`config.mk`:
```
export PLATFORM = sky130hd
export DESIGN_NAME = score_keeper
export DESIGN_NICKNAME = d
export VERILOG_FILES = /design/src/rtl/score_keeper.sv
export SDC_FILE = /design/constraint.sdc
export NUM_CORES = 1
export LEC_CHECK = 0
export CAP_MARGIN = 10
export CORE_ASPECT_RATIO = 0.7
export CORE_MARGIN = 3
export CORE_UTILIZATION = 53
export CTS_BUF_LIST = sky130_fd_sc_hd__clkbuf_4 sky130_fd_sc_hd__clkbuf_8 sky130_fd_sc_hd__clkbuf_16
export DETAILED_ROUTE_END_ITERATION = 8
export PLACE_DENSITY = 0.83
export SYNTH_ARGS = -nofsm -noshare
export SYNTH_HDL_FRONTEND = slang
export SYNTH_SLANG_ARGS = --single-unit
```
`constraint.sdc`:
```
create_clock -name clk -period 2.4 [get_ports clk]
set_input_delay 0.36 -clock clk [delete_from_list [all_inputs] [get_ports clk]]
set_output_delay 0.36 -clock clk [all_outputs]
set_load 0.005 [all_outputs]
```
`src/rtl/score_keeper.sv`:
```
// score_keeper: N-player BCD score keeper with per-player hold-off,
// pause, win detection, game-over state and new-game clear.
module score_keeper #(
    parameter int PLAYERS   = 2,
    parameter int DIGITS    = 2,
    parameter int WIN_SCORE = 11,
    parameter int SATURATE  = 1,
    parameter int HOLDOFF   = 4
) (
    input  logic                        clk,
    input  logic                        reset_n,
    input  logic                        clear,
    input  logic                        enable,
    input  logic [PLAYERS-1:0]          score_in,
    output logic [PLAYERS*DIGITS*4-1:0] scores,
    output logic [PLAYERS-1:0]          point_pulse,
    output logic [PLAYERS-1:0]          winner,
    output logic                        game_over
);

    localparam int SW = DIGITS * 4;
    localparam int HW = (HOLDOFF > 0) ? $clog2(HOLDOFF + 1) : 1;

    typedef enum logic {
        PLAY = 1'b0,
        OVER = 1'b1
    } state_t;

    function automatic logic [SW-1:0] to_bcd(input int value);
        logic [SW-1:0] r;
        int            v;
        r = '0;
        v = value;
        for (int d = 0; d < DIGITS; d++) begin
            r[d*4 +: 4] = 4'(v % 10);
            v = v / 10;
        end
        return r;
    endfunction

    // Ripple carry from the units digit; an all-9s value wraps to 0.
    function automatic logic [SW-1:0] bcd_inc(input logic [SW-1:0] v);
        logic [SW-1:0] r;
        logic          carry;
        r     = v;
        carry = 1'b1;
        for (int d = 0; d < DIGITS; d++) begin
            if (carry) begin
                if (v[d*4 +: 4] == 4'd9) begin
                    r[d*4 +: 4] = 4'd0;
                end else begin
                    r[d*4 +: 4] = v[d*4 +: 4] + 4'd1;
                    carry       = 1'b0;
                end
            end
        end
        return r;
    endfunction

    localparam logic [SW-1:0] WIN_BCD = to_bcd(WIN_SCORE);
    localparam logic [SW-1:0] ALL9    = to_bcd(10 ** DIGITS - 1);
    localparam logic [HW-1:0] HOLD_LD = HW'(HOLDOFF);

    state_t               state_q;
    state_t               state_d;
    logic [PLAYERS-1:0]   prev_q;
    logic [PLAYERS-1:0]   rise;
    logic [PLAYERS-1:0]   accept;
    logic [PLAYERS-1:0]   win_hit;
    logic [PLAYERS-1:0]   pulse_q;
    logic [PLAYERS-1:0]   winner_q;
    logic [SW-1:0]        score_q [PLAYERS];
    logic [SW-1:0]        score_inc [PLAYERS];
    logic [SW-1:0]        score_d [PLAYERS];
    logic [HW-1:0]        hold_q [PLAYERS];

    always_comb begin
        rise    = '0;
        accept  = '0;
        win_hit = '0;
        for (int p = 0; p < PLAYERS; p++) begin
            rise[p]   = score_in[p] & ~prev_q[p];
            accept[p] = rise[p] & enable & (state_q == PLAY)
                      & (hold_q[p] == '0) & ~clear;
            if ((SATURATE != 0) && (score_q[p] == ALL9)) begin
                score_inc[p] = ALL9;
            end else begin
                score_inc[p] = bcd_inc(score_q[p]);
            end
            score_d[p] = accept[p] ? score_inc[p] : score_q[p];
            win_hit[p] = (WIN_SCORE != 0) && accept[p]
                       && (score_inc[p] == WIN_BCD);
        end
    end

    // State register
    always_ff @(posedge clk or negedge reset_n) begin
        if (!reset_n) begin
            state_q <= PLAY;
        end else begin
            state_q <= state_d;
        end
    end

    // Next-state logic; clear always returns to PLAY
    always_comb begin
        state_d = state_q;
        unique case (state_q)
            PLAY: begin
                if (!clear && (|win_hit)) begin
                    state_d = OVER;
                end
            end
            OVER: begin
                if (clear) begin
                    state_d = PLAY;
                end
            end
            default: state_d = PLAY;
        endcase
    end

    // Output logic
    always_comb begin
        game_over   = (state_q == OVER);
        point_pulse = pulse_q;
        winner      = winner_q;
        scores      = '0;
        for (int p = 0; p < PLAYERS; p++) begin
            scores[p*SW +: SW] = score_q[p];
        end
    end

    // Edge history starts high so a level held through reset never scores.
    always_ff @(posedge clk or negedge reset_n) begin
        if (!reset_n) begin
            prev_q <= '1;
        end else begin
            prev_q <= score_in;
        end
    end

    always_ff @(posedge clk or negedge reset_n) begin
        if (!reset_n) begin
            pulse_q  <= '0;
            winner_q <= '0;
            for (int p = 0; p < PLAYERS; p++) begin
                score_q[p] <= '0;
                hold_q[p]  <= '0;
            end
        end else if (clear) begin
            pulse_q  <= '0;
            winner_q <= '0;
            for (int p = 0; p < PLAYERS; p++) begin
                score_q[p] <= '0;
                hold_q[p]  <= '0;
            end
        end else begin
            pulse_q  <= accept;
            winner_q <= winner_q | win_hit;
            for (int p = 0; p < PLAYERS; p++) begin
                score_q[p] <= score_d[p];
                if (accept[p]) begin
                    hold_q[p] <= HOLD_LD;
                end else if (hold_q[p] != '0) begin
                    hold_q[p] <= hold_q[p] - HW'(1);
                end
            end
        end
    end

endmodule

```
Word-level counts from Yosys, hierarchy flattened
Cells that the tools add are included.
{"block": "totals", "reg_bits": 29}
{"block": "op_classes", "n_reduce_logical": 13, "eq_ne": 8, "add_sub_neg": 6, "bitwise": 15, "muxes": 25}
{"op": "$mux 8", "count": 4}
{"op": "$mux 4", "count": 6}
{"op": "$add 4x1->4 const B", "count": 4}
{"op": "$eq 4x4->1 const B", "count": 4}
{"op": "$eq 8x5->1 const B", "count": 2}
{"op": "$eq 8x8->1 const B", "count": 2}
{"op": "$mux 16", "count": 1}
{"op": "$mux 3", "count": 4}
{"op": "$reduce_bool 3->1", "count": 4}
{"op": "$and 1x1->1", "count": 10}
{"op": "$logic_not 3->1", "count": 2}
{"op": "$mux 1", "count": 6}
{"op": "$mux 6", "count": 1}
{"op": "$sub 3x1->3 const B", "count": 2}
{"op": "$mux 2", "count": 2}
{"op": "$not 1->1", "count": 4}
{"op": "$reduce_bool 2->1", "count": 2}
{"op": "$logic_and 1x1->1", "count": 3}
{"op": "$or 2x2->2", "count": 1}
{"op": "$pmux 1 s2", "count": 1}
{"op": "$reduce_or 2->1", "count": 1}
{"op": "$logic_not 1->1", "count": 1}

Depth between registers and ports, before layout
Gate-level depths: netlist of the first run.
{"block": "depth", "ltp_word": 11, "depth_mapped": 8, "mapped_depth_nobuf": 7}

Worst setup path before layout of the first run
Ideal clock, no wire load.
{"block": "synth_path", "path_type": "reg2reg", "from": "reg hold_q[0] in the netlist's numbering", "to": "reg score_q (netlist bit scores[11])", "setup_time_ns": 0.078, "required_ns": 2.322, "path_buffers": 1, "period_less_slack_ns": 1.794, "t_arrival_ns": 1.716, "slack_ns": 0.606, "path_stages_with_launch": 8, "path_cell_list": "dfrtp_1 inv_1 ha_1 nand2b_4 or4_1 buf_2 or3_1 a21oi_1"}
{"block": "synth_via", "elab_chain_len": 4}
{"element": "from (decl)", "line_no": "75", "source": "logic [HW-1:0] hold_q [PLAYERS];"}
{"element": "from (signal, indexed assignment)", "line_no": "166", "source": "hold_q[p] <= hold_q[p] - HW'(1);"}
{"element": "$logic_not 3->1", "line_no": "84", "source": "& (hold_q[p] == '0) & ~clear;"}
{"element": "$and 1x1->1 (2 in series)", "line_no": "84"}
{"element": "$reduce_bool 2->1 (no line)"}
{"element": "to (signal, indexed assignment)", "line_no": "162", "source": "score_q[p] <= score_d[p];"}
{"element": "to (decl)", "line_no": "72", "source": "logic [SW-1:0] score_q [PLAYERS];"}
No other way between the ends.
A chain may end at the register's enable or synchronous reset.

Final worst setup path of the first run
Ends and elaborated chain as after synthesis.

==> results of run 1 <==
==> power groups by stage <==
stage | clock network [µW] | logic (µW) | registers (µW)
final | 455 | 353 | 577
after global routing | 485 | 400 | 586
after CTS | 459 | 354 | 578
after detailed placement | 0 | 352 | 586
after global placement | 0 | 329 | 582
after floorplan | 0 | 256 | 579
==> synthesized netlist by cell type (all sizes together) <==
cell,number
mux2,1
o2111ai,1
inv,15
xor2,3
nor4bb,1
a21boi,1
nor3b,1
a2111oi,2
a31oi,1
nor2b,3
clkinv,1
a21oi,14
or3,1
dfrtp,27
ha,12
nand3b,2
a221oi,1
nand2b,3
nand3,8
nor4,3
xnor2,3
nor3,7
nor2,28
clkbuf,3
and3,1
or4,1
mux2i,8
buf,3
o21ai,2
and3b,1
a211oi,5
dfstp,2
nand2,11
==> logic make-up after synthesis <==
family                     Yosys count  share of synthesized area (%)
AOI/OAI and AO/OA                   27                           10.1
xor gates and xnor gates             6                           3.20
adders and majority gates           12                           9.15
buffers and inverters               22                           5.26
DFF                                 29                           44.4
muxes                                9                           5.56
and+or+nand+nor                     71                           22.3
==> metal layers <==
layer  up-vias  track usage (%)  wire length [µm]
li1        665                -                 -
met3         4             7.66               265
met1       678             30.7              1640
met4         0             6.75                24
met2        45             34.6              1870
met5         -                0                 0
==> worst max-delay path by stage <==
| stage | from | end | slack, ns | depth (start not counted) |
|---|---|---|---|---|
| floorplan | hold_q[0] | scores[11] | 0.61 | 7 |
| global placement | score_in[1] | scores[11] | 0.23 | 5 |
| detailed placement | score_in[1] | scores[11] | 0.16 | 5 |
| CTS | hold_q[0] | scores[11] | 0.42 | 6 |
| global route | scores[0] | winner[0] | 0.30 | 5 |
| finish | hold_q[0] | scores[11] | 0.41 | 6 |
==> flip-flops by register name, indices dropped and copies added, names as in the netlist <==
| name | count |
|---|---|
| point_pulse | 2 |
| hold_q | 6 |
| game_over | 1 |
| prev_q | 2 |
| scores | 16 |
| winner | 2 |
==> cell type report <==
cell class                      count  area share [%]
Clock buffer                        7            4.68
Clock inverter                      1           0.243
Inverter                           16            2.92
Multi-Input combinational cell    125            40.2
Sequential cell                    29            35.4
Tap cell                           36            2.19
Timing Repair Buffer               31            14.5
==> stage by stage <==
stage | cells | utilization [%] | hold slack (ns) | worst slack [ns]
after global routing | 245 | 71.4 | 0.507 | 0.301
after CTS | 245 | 71.4 | 0.478 | 0.416
final | 245 | 71.4 | 0.455 | 0.408
after floorplan | 176 | - | 0.0644 | 0.606
after global placement | 237 | 67.9 | 0.501 | 0.228
after detailed placement | 237 | 67.9 | 0.521 | 0.160
==> impl_metrics.yaml, run 1 <==
routing:
  drt_iter0_markers: 105
  routedWlPerCell_um: 15.5
  route.detailed.drc: 0
  dr.pass1.iters: 4
  viasPerCell: 5.68
  detail-route-antenna-nets: 0
  vias: 1392
  wl_um: 3800
placement:
  gp_congestion: 0.862
  io_buffers: 26
  post_dp_cell_area_um2: 1960
  hpwl_um: 2760
global_route:
  grt_usage_pct: 22.7
  antenna_found_initial: 0
  grt.overflow.total: 0
  grt_pass1_vias: 1352
  grt_max_degree: 30
  grt_pass1_wl_um: 6470
pwr:
  p_switching_uw: 425
  swShare_pct: 30.6
  p_comb_share_pct: 25.5
  power.leakage_uw: 0.000910
  clkPwrFrac_pct: 32.8
  power.density_nw_per_um2: 673
  ir_drop_uv: 359
  p_total_uw: 1390
  p_seq_share_pct: 41.7
  intPower_uw: 961
clocking:
  postCtsSetupRepairBufs: 0
  cts_resized: 0
  cts.sinks: 29
  cts_root_buf: "clkbuf_8"
  cts_tree: "yes"
  clockBufferDepth: 2
  htreeDepth: 2
  clk_latency_ns: 0.29
  postCtsHoldBufs: 0
  cts_made_buffers: 5
  cts.clk_slew.worst_paths_ns: 0.07
setup_path:
  cp_top_family: "simple AND/OR/NAND/NOR gates"
  worst_path_max_delay_cell: "or4_1"
  r2r_slack_ns: 0.41
  r2r_end: "scores[11]"
  end_kind: "flip-flop"
  timing_worst_setup_path_type: "reg2reg"
  startpoint_type: "flip-flop"
  path_buf_inv: 1
  required_ns: 2.60
  cpPeakStageDelay_ns: 0.56
  cp_cell_sequence: "inv_1 > ha_1 > nand2b_4 > or4_1 > or3_1 > a21oi_1"
  r2r-start: "hold_q[0]"
  crit_arrival_ns: 2.19
  reg2regPathDepth: 6
  critPathMaxFanout: 8
timing:
  fmax_ghz: 0.502
  period_share_pct: 83.0
  finalHoldViolCount: 0
  finalCriticalPeriod_ns: 1.99
  rsz0062_at_grt: "false"
  tightest_slew_ns: 0.573
  setup_tns_ns: 0
  relSlewSlack_pct: 61.6
  slew_violations: 0
  setup_viol: 0
  finalClockSkew_ns: 0.00564
logic_synthesis:
  ys_types: 35
  syn_inst: 176
  yosysSeqAreaShare_pct: 44.4
  yosysWarningCount: 0
  avgSynthCellArea_um2: 9.33
  ys_ff_latch: 29
  synth.top_cells.by_area: "dfrtp_1 (41%), ha_1 (9.1%), nor2_1 (6.4%)"
  yosys.area.top_type_share_pct: 41.2
  syn-num-nets: 194
  netlist_area_um2: 1640
  synth.largest_area_cell: "dfrtp_1"
die:
  start_util_pct: 56.9
  rows: 16
  ios: 27
  die_w_um: 72.5
  dieArea_um2: 3810
  die-height_um: 52.6
  core_um2: 2880
finish:
  final_common_cell: "nor2_1"
  nets: 226
  fill_cells: 212
  final_cell_mix: "nor2_1 (28), dfrtp_1 (27), clkdlybuf4s50_1 (26), inv_1 (15), a21oi_1 (14)"
  final-seq-area_um2: 728
  antenna_cells: 0
  postLayoutCellArea_um2: 2060
  areaGrowthSynthToFinish_pct: 25.5
  drive_gt1_share_pct: 9.57
  multi_input_area_um2: 827
flow_run:
  maxCapViolCount: 0
run_status:
  status: "completed"
hold_path:
  hold_path.class: "in2async"
(Power assumes the default switching activity.)
==> run 2: changes to the inputs <==
--- a/config.mk
+++ b/config.mk
@@ -8,10 +8,10 @@
 export CAP_MARGIN = 10
 export CORE_ASPECT_RATIO = 0.7
 export CORE_MARGIN = 3
-export CORE_UTILIZATION = 53
+export CORE_UTILIZATION = 47
 export CTS_BUF_LIST = sky130_fd_sc_hd__clkbuf_4 sky130_fd_sc_hd__clkbuf_8 sky130_fd_sc_hd__clkbuf_16
 export DETAILED_ROUTE_END_ITERATION = 8
-export PLACE_DENSITY = 0.83
+export PLACE_DENSITY = 0.79
 export SYNTH_ARGS = -nofsm -noshare
 export SYNTH_HDL_FRONTEND = slang
 export SYNTH_SLANG_ARGS = --single-unit
==> constraint.sdc (replaced) <==
create_clock -name clk -period 1.7 [get_ports clk]
set_input_delay 0.255 -clock clk [delete_from_list [all_inputs] [get_ports clk]]
set_output_delay 0.255 -clock clk [all_outputs]
set_load 0.005 [all_outputs]
==> run 2 against run 1 <==
Non-clock buffer count grew 21. Sequential share of layout area shrank 4.2 points. Worst hold slack lost 0.10 ns. Register-to-register slack lost 0.44 ns. The run now ends with negative setup slack left. Largest cell class unchanged. Highest routed layer unchanged. Final cell count grew 13%. Clock power grew 38%.
==> impl_metrics.yaml, run 2 (synthesized netlist as in run 1, its figures left out) <==
run_status:
  status: "finished with violations"
  violations: "negative setup slack"
clocking:
  clk_latency_ns: 0.28
  cts.clk_slew.worst_paths_ns: 0.07
  postCtsHoldBufs: 0
  clockBufferDepth: 2
  cts_made_buffers: 5
  cts.sinks: 29
  cts_root_buf: "clkbuf_8"
  cts_tree: "yes"
  htreeDepth: 2
routing:
  route.met3.wl_um: 188
  drt_iter0_markers: 102
  wl_um: 4270
  dr.pass1.iters: 4
  wl_met1_um: 1850
  wl_met2_um: 2180
  routed.top_layer: "met4"
  detail-route-antenna-nets: 0
  route.detailed.drc: 0
  vias: 1491
  viasPerCell: 5.38
  routedWlPerCell_um: 15.4
placement:
  io_buffers: 26
  place_inst: 264
  hpwl_um: 2900
  place_ws_ns: -0.324
  gp_congestion: 0.897
timing:
  fmax_ghz: 0.575
  slew_violations: 0
  period_share_pct: 102
  holdWs_ns: 0.353
  setup_ws_ns: -0.0396
  relSlewSlack_pct: 75.4
  setup_tns_ns: -0.0525
  finalCriticalPeriod_ns: 1.74
  finalClockSkew_ns: 0.00839
  finalHoldViolCount: 0
  tightest_slew_ns: 0.369
  rsz0062_at_grt: "true"
  setup_viol: 3
global_route:
  grt_pass1_vias: 1432
  antenna_found_initial: 0
  grt.overflow.total: 0
  grt_usage_pct: 19.5
  grt_max_degree: 30
  grt_pass1_wl_um: 6650
die:
  rows: 17
  die-height_um: 55.4
  die_w_um: 76.6
  dieArea_um2: 4250
  start_util_pct: 50.4
  core_um2: 3250
  ios: 27
finish:
  multi_input_area_um2: 941
  final_common_cell: "nor2_1"
  areaGrowthSynthToFinish_pct: 42.8
  antenna_cells: 0
  final_cell_mix: "nor2_1 (28), dfrtp_1 (26), clkdlybuf4s50_1 (26), buf_4 (25), inv_1 (12)"
  fin_cells: 277
  nets: 247
  fill_cells: 239
  final-seq-area_um2: 729
  drive_gt1_share_pct: 27.0
  largest_reg_flops: 16
setup_path:
  critPathMaxFanout: 8
  startpoint_type: "primary input"
  path_buf_inv: 2
  cp_top_family: "simple AND/OR/NAND/NOR gates"
  crit_arrival_ns: 1.95
  cp_cell_sequence: "clkdlybuf4s50_1 > clkinv_1 > or4_4 > or3_4 > a21oi_2"
  end_kind: "flip-flop"
  required_ns: 1.91
  cpPeakStageDelay_ns: 0.59
  timing_worst_setup_path_type: "in2reg"
  worst_path_max_delay_cell: "or4_4"
pwr:
  power.leakage_uw: 0.00103
  power.density_nw_per_um2: 951
  ir_drop_uv: 535
hold_path:
  hold_path.class: "in2async"
flow_run:
  maxCapViolCount: 0
==> run 2: cell types whose count changed in the layout (fill, tap and decap cells not counted), sizes merged <==
| cell | change |
|---|---|
| buf | +21 |
==> run 2: area by class of cell <==
cell class	instances	area share [%]
tap	47	2.51
clock inverter	1	0.214
clock buffer	7	4.11
sequential	29	31.1
inverter	16	2.56
multi-input combinational	125	40.1
timing repair buffer	52	19.3
==> run 2: worst register-to-register path: stages (launching register included) <==
cell and delay [ns]:
dfrtp_1 0.38, inv_2 0.08, ha_4 0.15, nand2b_4 0.05, or4_4 0.48, or3_4 0.36, a21oi_2 0.15
==> run 2: worst paths after layout <==
path	startpoint	end	slack [ns]	depth (start not counted)
min in group clk	score_in[0]	prev_q[0]	0.42	1
worst min-delay path	reset_n	scores[1]	0.35	2
max in group asynchronous	reset_n	prev_q[1]	1.03	2
worst max-delay path	score_in[1]	scores[11]	-0.04	5
worst max register to register	hold_q[1]	scores[11]	-0.03	6
worst min register to register	winner[0]	winner[0]	0.53	2
==> run 2: metrics by stage <==
step,instance area (µm²),util (%),power [µW]
2_1_floorplan,1660,-,1210
3_3_place_gp,2110,64.8,1390
3_5_place_dp,2110,64.8,1450
4_1_cts,2210,68.1,2080
5_1_grt,2340,72.0,2350
6_report,2340,72.0,2230
==> run 2: power by group <==
group          switching (µW)  internal, µW  total [µW]
sequential               50.7           763         814
clock                     263           365         629
combinational             374           412         786
==> run 2: routing by layer <==
layer,up-vias,GRT usage [%]
li1,707,-
met1,731,25.1
met2,44,33.3
met3,9,4.23
met4,0,4.91
met5,-,0
==> run 2: timing repair <==
| item | 4_1_cts | 5_1_grt |
|---|---|---|
| pin swaps | 0 | 4 |
| gates resized for setup | 2 | 21 |
| endpoints found under the setup margin | 3 | 14 |
| cloned | 0 | 1 |
| setup buffers | 0 | 4 |
| endpoints found under the hold margin | 0 | 0 |
==> run 3: changes to the inputs <==
--- a/config.mk
+++ b/config.mk
@@ -11,7 +11,9 @@
 export CORE_UTILIZATION = 47
 export CTS_BUF_LIST = sky130_fd_sc_hd__clkbuf_4 sky130_fd_sc_hd__clkbuf_8 sky130_fd_sc_hd__clkbuf_16
 export DETAILED_ROUTE_END_ITERATION = 8
+export GPL_TIMING_DRIVEN = 0
 export PLACE_DENSITY = 0.79
+export SKIP_LAST_GASP = 1
 export SYNTH_ARGS = -nofsm -noshare
 export SYNTH_HDL_FRONTEND = slang
 export SYNTH_SLANG_ARGS = --single-unit
==> run 3 against run 2 <==
Routed wire length rose by 2.5%. Worst hold slack got worse by 0.018 ns. Core utilization rose by 2.2 points. Non-clock buffer count rose by 1. Sequential power rose by 0.9%. Critical endpoint unchanged. Critical path type unchanged. Final cell count rose by 0.36%. The flow still finishes with violations (negative setup slack). Critical path depth did not move. Clock power fell by 1%. First-iteration DRC count fell by 19%.
==> impl_metrics.yaml, run 3 (synthesized netlist as in run 1, its figures left out) <==
run_status:
  status: "finished with violations"
  violations: "negative setup slack"
global_route:
  grt_max_degree: 21
  antenna_found_initial: 0
  use_met1_pct: 25.9
  grt_pass1_wl_um: 6840
  gr-max-usage-layer: "met2"
  grt_pass1_vias: 1478
  grt.overflow.total: 0
  grt_use_met3_pct: 5.05
  grt_usage_pct: 20.3
  gr-usage-met2_pct: 33.2
setup_path:
  path_buf_inv: 1
  r2r-start: "hold_q[1]"
  crit_arrival_ns: 1.96
  worst_path_max_delay_cell: "clkdlybuf4s50_1"
  required_ns: 1.90
  crit_path_start: "enable"
  critPathMaxFanout: 6
  cp_cell_sequence: "clkdlybuf4s50_1 > nand2b_4 > or4_4 > or3_4 > a21oi_2"
  cpPeakStageDelay_ns: 0.54
  end_kind: "flip-flop"
  timing_worst_setup_path_type: "in2reg"
  cp_top_family: "simple AND/OR/NAND/NOR gates"
  startpoint_type: "primary input"
placement:
  gp_congestion: 0.845
  io_buffers: 25
  place_inst: 249
  hpwl_um: 2800
routing:
  routedWlPerCell_um: 15.7
  vias: 1476
  dr.pass1.iters: 4
  viasPerCell: 5.31
  detail-route-antenna-nets: 0
  drt_iter0_markers: 83
  route.detailed.drc: 0
  wl_um: 4380
timing:
  finalClockSkew_ns: 0.00339
  rsz0062_at_grt: "true"
  setup_tns_ns: -0.0858
  finalCriticalPeriod_ns: 1.76
  slew_violations: 0
  fmax_ghz: 0.568
  setup_viol: 3
  tightest_slew_ns: 0.549
  relSlewSlack_pct: 63.3
  period_share_pct: 104
  setup_ws_ns: -0.0598
  finalHoldViolCount: 0
clocking:
  clk_latency_ns: 0.28
  cts_root_buf: "clkbuf_8"
  htreeDepth: 2
  postCtsHoldBufs: 0
  cts_tree: "yes"
  clockBufferDepth: 2
  cts.clk_slew.worst_paths_ns: 0.06
  cts.sinks: 29
  cts_made_buffers: 5
pwr:
  power.leakage_uw: 0.00105
  ir_drop_uv: 450
  power.density_nw_per_um2: 952
die:
  dieArea_um2: 4250
  ios: 27
  rows: 17
  core_um2: 3250
  die_w_um: 76.6
  start_util_pct: 50.4
  die-height_um: 55.4
finish:
  antenna_cells: 0
  fill_cells: 225
  nets: 248
  drive_gt1_share_pct: 30.7
  final_cell_mix: "nor2_1 (26), dfrtp_1 (26), clkdlybuf4s50_1 (25), buf_4 (21), a21oi_1 (11)"
  fin_cells: 278
  largest_reg_flops: 16
  areaGrowthSynthToFinish_pct: 47.2
hold_path:
  hold_path.class: "in2async"
flow_run:
  maxCapViolCount: 0
==> run 3: cell count changes in the layout (fill, tap and decap cells not counted), moves of 3 or more <==
cell	previous run	this run
nand3_1	8	5
clkbuf_1	0	3
buf_4	25	21
nand2_1	11	8
nand3_2	0	3
==> run 3: power by group <==
group	switching [µW]	internal, µW
clock	258	365
combinational	382	474
sequential	56.9	764
==> run 3: cell type report <==
type / count / area [µm²] / share of cell area (%)
buffer: 5 / 30.0 / 1.24
sequential: 29 / 729 / 30.2
inverter: 16 / 61.3 / 2.54
multi-input combinational: 125 / 991 / 41.0
clock buffer: 7 / 96.3 / 3.99
tap: 47 / 58.8 / 2.43
timing repair buffer: 48 / 444 / 18.4
clock inverter: 1 / 5.00 / 0.207
==> run 3: layer usage <==
layer / up-vias / share of wire (%)
met5: - / 0
met4: 0 / 1.3
met3: 10 / 3.2
met2: 35 / 50
met1: 723 / 45
li1: 708 / -
==> run 3: through the flow <==
| stage | utilization, % | power (µW) | setup slack, ns | cell area, µm² | hold slack (ns) |
|---|---|---|---|---|---|
| after floorplan | - | 1210 | -0.0163 | 1660 | -0.0406 |
| after global placement | 60.6 | 1310 | -0.376 | 1970 | 0.510 |
| after detailed placement | 61.5 | 1370 | -0.404 | 2000 | 0.523 |
| after CTS | 70.3 | 2260 | -0.0414 | 2290 | 0.348 |
| after global routing | 74.2 | 2440 | -0.111 | 2420 | 0.364 |
| final | 74.2 | 2300 | -0.0598 | 2420 | 0.335 |
==> run 3: path summary, 6_finish.rpt <==
kind,endpoint,cells after the start,slack [ns]
max,scores[11],5,-0.06
min,scores[1],1,0.33
max reg2reg,scores[11],6,-0.03
min reg2reg,winner[1],2,0.53
max in group asynchronous,prev_q[0],2,0.80
min in group clk,point_pulse[0],2,0.41
==> run 3: timing repair <==
item                                    CTS  global route
pin swaps                                 6             8
gates cloned                              0             1
endpoints found under the setup margin   22            19
resized for setup                        19            21
setup buffers                            15             6
